## config.mk

```make
export PLATFORM = sky130hd
export DESIGN_NAME = fetch_stage
export DESIGN_NICKNAME = d
export VERILOG_FILES = /design/src/rtl/fetch_stage.sv
export SDC_FILE = /design/constraint.sdc
export NUM_CORES = 1
export LEC_CHECK = 0
export ABC_AREA = 1
export BUFFER_PORTS_ARGS = -buffer_cell sky130_fd_sc_hd__buf_2
export CAP_MARGIN = 5
export CORE_MARGIN = 5
export CORE_UTILIZATION = 46
export CTS_BUF_LIST = sky130_fd_sc_hd__clkbuf_2 sky130_fd_sc_hd__clkbuf_4 sky130_fd_sc_hd__clkbuf_8
export DETAILED_ROUTE_END_ITERATION = 10
export PLACE_DENSITY = 0.78
export SLEW_MARGIN = 25
export SYNTH_ARGS = -nofsm -noshare
export SYNTH_HDL_FRONTEND = slang
export SYNTH_SLANG_ARGS = --single-unit
export TNS_END_PERCENT = 10
```

## constraint.sdc

```tcl
create_clock -name clk -period 1.39 [get_ports clk]
set_input_delay 0.139 -clock clk [delete_from_list [all_inputs] [get_ports clk]]
set_output_delay 0.139 -clock clk [all_outputs]
set_load 0.05 [all_outputs]
```

## src/rtl/fetch_stage.sv

```systemverilog
// Instruction fetch: PC register, next-PC select (jump > branch > stall > +4) and IF/ID pipeline register.
// Latency: one cycle from the imem_data presented for pc to id_instr/id_valid; imem_addr is combinational from pc.
// Backpressure: stall holds PC and IF/ID; redirects override stall for the PC, and redirects or flush override it with a bubble.
module fetch_stage #(
    parameter logic [31:0] RESET_PC = 32'h0000_0000
) (
    input  logic        clk,
    input  logic        rst,
    input  logic        stall,
    input  logic        flush,
    input  logic        branch_taken,
    input  logic [31:0] branch_target,
    input  logic        jump_en,
    input  logic [31:0] jump_target,
    output logic [31:0] imem_addr,
    input  logic [31:0] imem_data,
    output logic [31:0] pc,
    output logic [31:0] id_instr,
    output logic [31:0] id_pc_plus4,
    output logic        id_valid,
    output logic [31:0] fetch_count
);

    logic [31:0] pc_q,          pc_d;
    logic [31:0] id_instr_q,    id_instr_d;
    logic [31:0] id_pc_plus4_q, id_pc_plus4_d;
    logic        id_valid_q,    id_valid_d;
    logic [31:0] fetch_count_q, fetch_count_d;

    logic [31:0] pc_plus4;
    logic        redirect;

    // Misaligned target bits are discarded silently; this only keeps them visibly consumed.
    logic unused_target_lsbs;
    assign unused_target_lsbs = ^{jump_target[1:0], branch_target[1:0]};

    assign pc_plus4  = pc_q + 32'd4;   // wraps modulo 2^32
    assign redirect  = jump_en | branch_taken;
    assign imem_addr = {2'b00, pc_q[31:2]};

    // Next-PC selection: jump wins over branch, either wins over stall.
    always_comb begin
        pc_d = pc_plus4;
        if (jump_en) begin
            pc_d = {jump_target[31:2], 2'b00};
        end else if (branch_taken) begin
            pc_d = {branch_target[31:2], 2'b00};
        end else if (stall) begin
            pc_d = pc_q;
        end
    end

    // IF/ID next state: bubble on redirect/flush, hold on stall, else capture the fetched word.
    always_comb begin
        id_instr_d    = imem_data;
        id_pc_plus4_d = pc_plus4;
        id_valid_d    = 1'b1;
        fetch_count_d = fetch_count_q + 32'd1;
        if (redirect || flush) begin
            id_instr_d    = 32'h0000_0000;
            id_pc_plus4_d = 32'h0000_0000;
            id_valid_d    = 1'b0;
            fetch_count_d = fetch_count_q;
        end else if (stall) begin
            id_instr_d    = id_instr_q;
            id_pc_plus4_d = id_pc_plus4_q;
            id_valid_d    = id_valid_q;
            fetch_count_d = fetch_count_q;
        end
    end

    // State registers with synchronous reset that overrides every other control.
    always_ff @(posedge clk) begin
        if (rst) begin
            pc_q          <= RESET_PC;
            id_instr_q    <= 32'h0000_0000;
            id_pc_plus4_q <= 32'h0000_0000;
            id_valid_q    <= 1'b0;
            fetch_count_q <= 32'h0000_0000;
        end else begin
            pc_q          <= pc_d;
            id_instr_q    <= id_instr_d;
            id_pc_plus4_q <= id_pc_plus4_d;
            id_valid_q    <= id_valid_d;
            fetch_count_q <= fetch_count_d;
        end
    end

    assign pc          = pc_q;
    assign id_instr    = id_instr_q;
    assign id_pc_plus4 = id_pc_plus4_q;
    assign id_valid    = id_valid_q;
    assign fetch_count = fetch_count_q;

endmodule

```

==> results.cfg <==
[run_status]
status = finished, violations left
violations = setup timing

[setup_path]
cp_slowest_cell = dfxtp_4
crit_path_start_kind = flip-flop
crit_fanout = 6
critPathKind = reg -> reg
cp_top_family = simple AND/OR/NAND/NOR gates
critPathArrivalTime_ps = 1950
critical_path.endpoint_type = flip-flop
cp_num_buf_inv = 1
cp_cell_sequence = ha_4 -> nand2_4 -> nor2_4 -> nand2_4 -> nor2_8 -> buf_4 -> nand3_2 -> nand3_1 -> nand2_1 -> a21oi_1
crit_path_frequent_cell = nand2_4
critical_path_required_ps = 1760
slowest_delay_ps = 370

[global_routing]
grt_max_degree = 60
grt_pass1_vias = 8164
antenna_found_initial = 0
grt_pass1_wl_um = 40100
grt_overflow = 0
track_usage = 0.276

[drt]
drtAntennaViolNets = 0
drt-initial-drc-count = 825
num_vias = 8512
drc = 0
drt-wirelength-per-cell_um = 15.7
routed_wl_um = 25700
viasPerCell = 5.21
drt_pass1_iterations = 6

[timing]
layout_setup_ws_ps = -189
worst_hold_slack_ps = 19.6
fin_crit_sh = 1.14
rsz0062_at_grt = yes
relSlewSlack = 0.595
setup_viol = 40
tightest_slew_ps = 608
clock.fmax_ghz = 0.633
drv_slew = 0
finalHoldViolCount = 0
finClkSkew_ps = 10.8
min_period_ps = 1580
final.setup.tns_ps = -3430

[synth]
synth.cell_area_mm2 = 0.00706
syn_avg_cell_area_um2 = 6.49
synth_warnings = 0
synth_edf_count = 0
seq_area_frac_synth = 0.355
syn_inst = 1087
async_reset_ff_frac = 0
ys_types = 43
ys.flop_type = dfxtp_1
ys_ff_latch = 125

[floorplan]
dieHeight_um = 134
floorplan.initialDensity = 0.466
fp.coreArea_mm2 = 0.0151
rows = 45
pin_count = 263
dieWidth_um = 134
dieArea_mm2 = 0.0179

[power]
ir_drop_mv = 0.762
power.density_mw_per_mm2 = 863
leakagePower_nw = 4.93
p_total_mw = 8.86

[cts]
clock-sinks = 125
cts_max_level = 4
cts_tree = done
clockRootBuffer = clkbuf_8
insertion_delay_ps = 440
clkTransAtPathRegs_ps = 70
numCtsBuffers = 17
clockBufferDepth = 2

[placement]
dp_cells = 1547
hpwl_um = 18300
place_congestion = 0.954
io_buffers = 252
post-place-ws_ps = -165
postPlaceCellArea_mm2 = 0.00900

[cells_and_area]
mostFrequentLayoutCell = nand2_1
final_area_mm2 = 0.0103
fillers = 1253
regArea_mm2 = 0.00260
drive_above_1_share = 0.385
final_cell_mix = nand2_1 (267), buf_2 (225), nor2_1 (137), a21oi_1 (112), buf_4 (102)
fin_nets = 1539
syn_to_final_growth_pct = 45.5
final_util = 0.678
instances_no_fill = 1634
multiInputGateArea_mm2 = 0.00401

[job]
maxCapViolations = 0

[worst_hold_path]
worstHoldPathType = in -> reg
==> report_power, final <==
part	switching [mW]	total (mW)	internal, mW
clock network	1.41	3.04	1.63
registers	0.101	3.77	3.67
logic	1.33	2.04	0.708
==> cells by family after synthesis <==
group                    share of synthesized area
flip-flops                                   0.355
XOR/XNOR                                    0.0149
other                                     0.000531
AO/OA/AOI/OAI                                0.154
AND/OR/NAND/NOR                              0.357
adder cells (fa/ha/maj)                    0.00355
buffers and inverters                        0.116
==> routing by layer <==
metal	up-vias	routed length (um)	track usage
met1	3935	10300	0.339
met4	0	748	0.115
met2	383	12600	0.466
met5	-	0	0
met3	57	2020	0.0641
li1	4137	-	-
==> synthesized netlist by cell type, types with 2 or more instances <==
master / count / area, um2
a21oi_1: 116 / 581
a31oi_1: 2 / 12.5
buf_1: 3 / 11.3
buf_2: 11 / 55.1
buf_4: 37 / 278
clkbuf_1: 32 / 120
dfxtp_1: 125 / 2500
ha_1: 2 / 25.0
inv_1: 76 / 285
inv_2: 12 / 45.0
nand2_1: 284 / 1070
nand2_2: 9 / 56.3
nand2_4: 4 / 45.0
nand3_1: 51 / 255
nand3_2: 4 / 40.0
nand3b_1: 9 / 67.6
nand4_1: 8 / 50.1
nor2_1: 162 / 608
nor2_2: 13 / 81.3
nor2_4: 8 / 90.1
nor2_8: 3 / 60.1
nor3_1: 5 / 25.0
o211ai_1: 17 / 128
o21ai_0: 51 / 255
o21ai_1: 15 / 75.1
xnor2_1: 3 / 26.3
xor2_1: 9 / 78.8
==> final timing paths <==
path	slack [ps]	cells past startpoint	startpoint	endpoint
setup / recovery	-190	10	pc[2]	pc[22]
hold / removal	20	3	jump_target[27]	pc[27]
setup reg to reg	-190	10	pc[2]	pc[22]
hold reg to reg	460	2	id_pc_plus4[3]	id_pc_plus4[3]
==> area by class of cell <==
cell class              count  share of cell area
repair buffers            408               0.265
clock inverters             9             0.00938
clock buffers              20              0.0256
inverters                  90              0.0331
flip-flops and latches    125               0.253
multi-input cells         793               0.390
well taps                 188              0.0229
diodes                      1            0.000244
==> tightest hold or removal path: stages <==
cell	delay [ps]
buf_2	80
a21oi_1	60
a21oi_1	140
==> sequential cells by signal, indices dropped and copies added, names as in the netlist <==
name,flops
fetch_count,32
id_instr,32
id_pc_plus4,30
pc,30
id_valid,1
==> timing repair <==
item                       CTS  global route
hold buffers                54             0
resized for setup           26            93
hold endpoints to repair    54             0
setup endpoints to repair   54            91
pin swaps                    5            19
buffers inserted             0             3
Power figures use the tool's default switching activity.
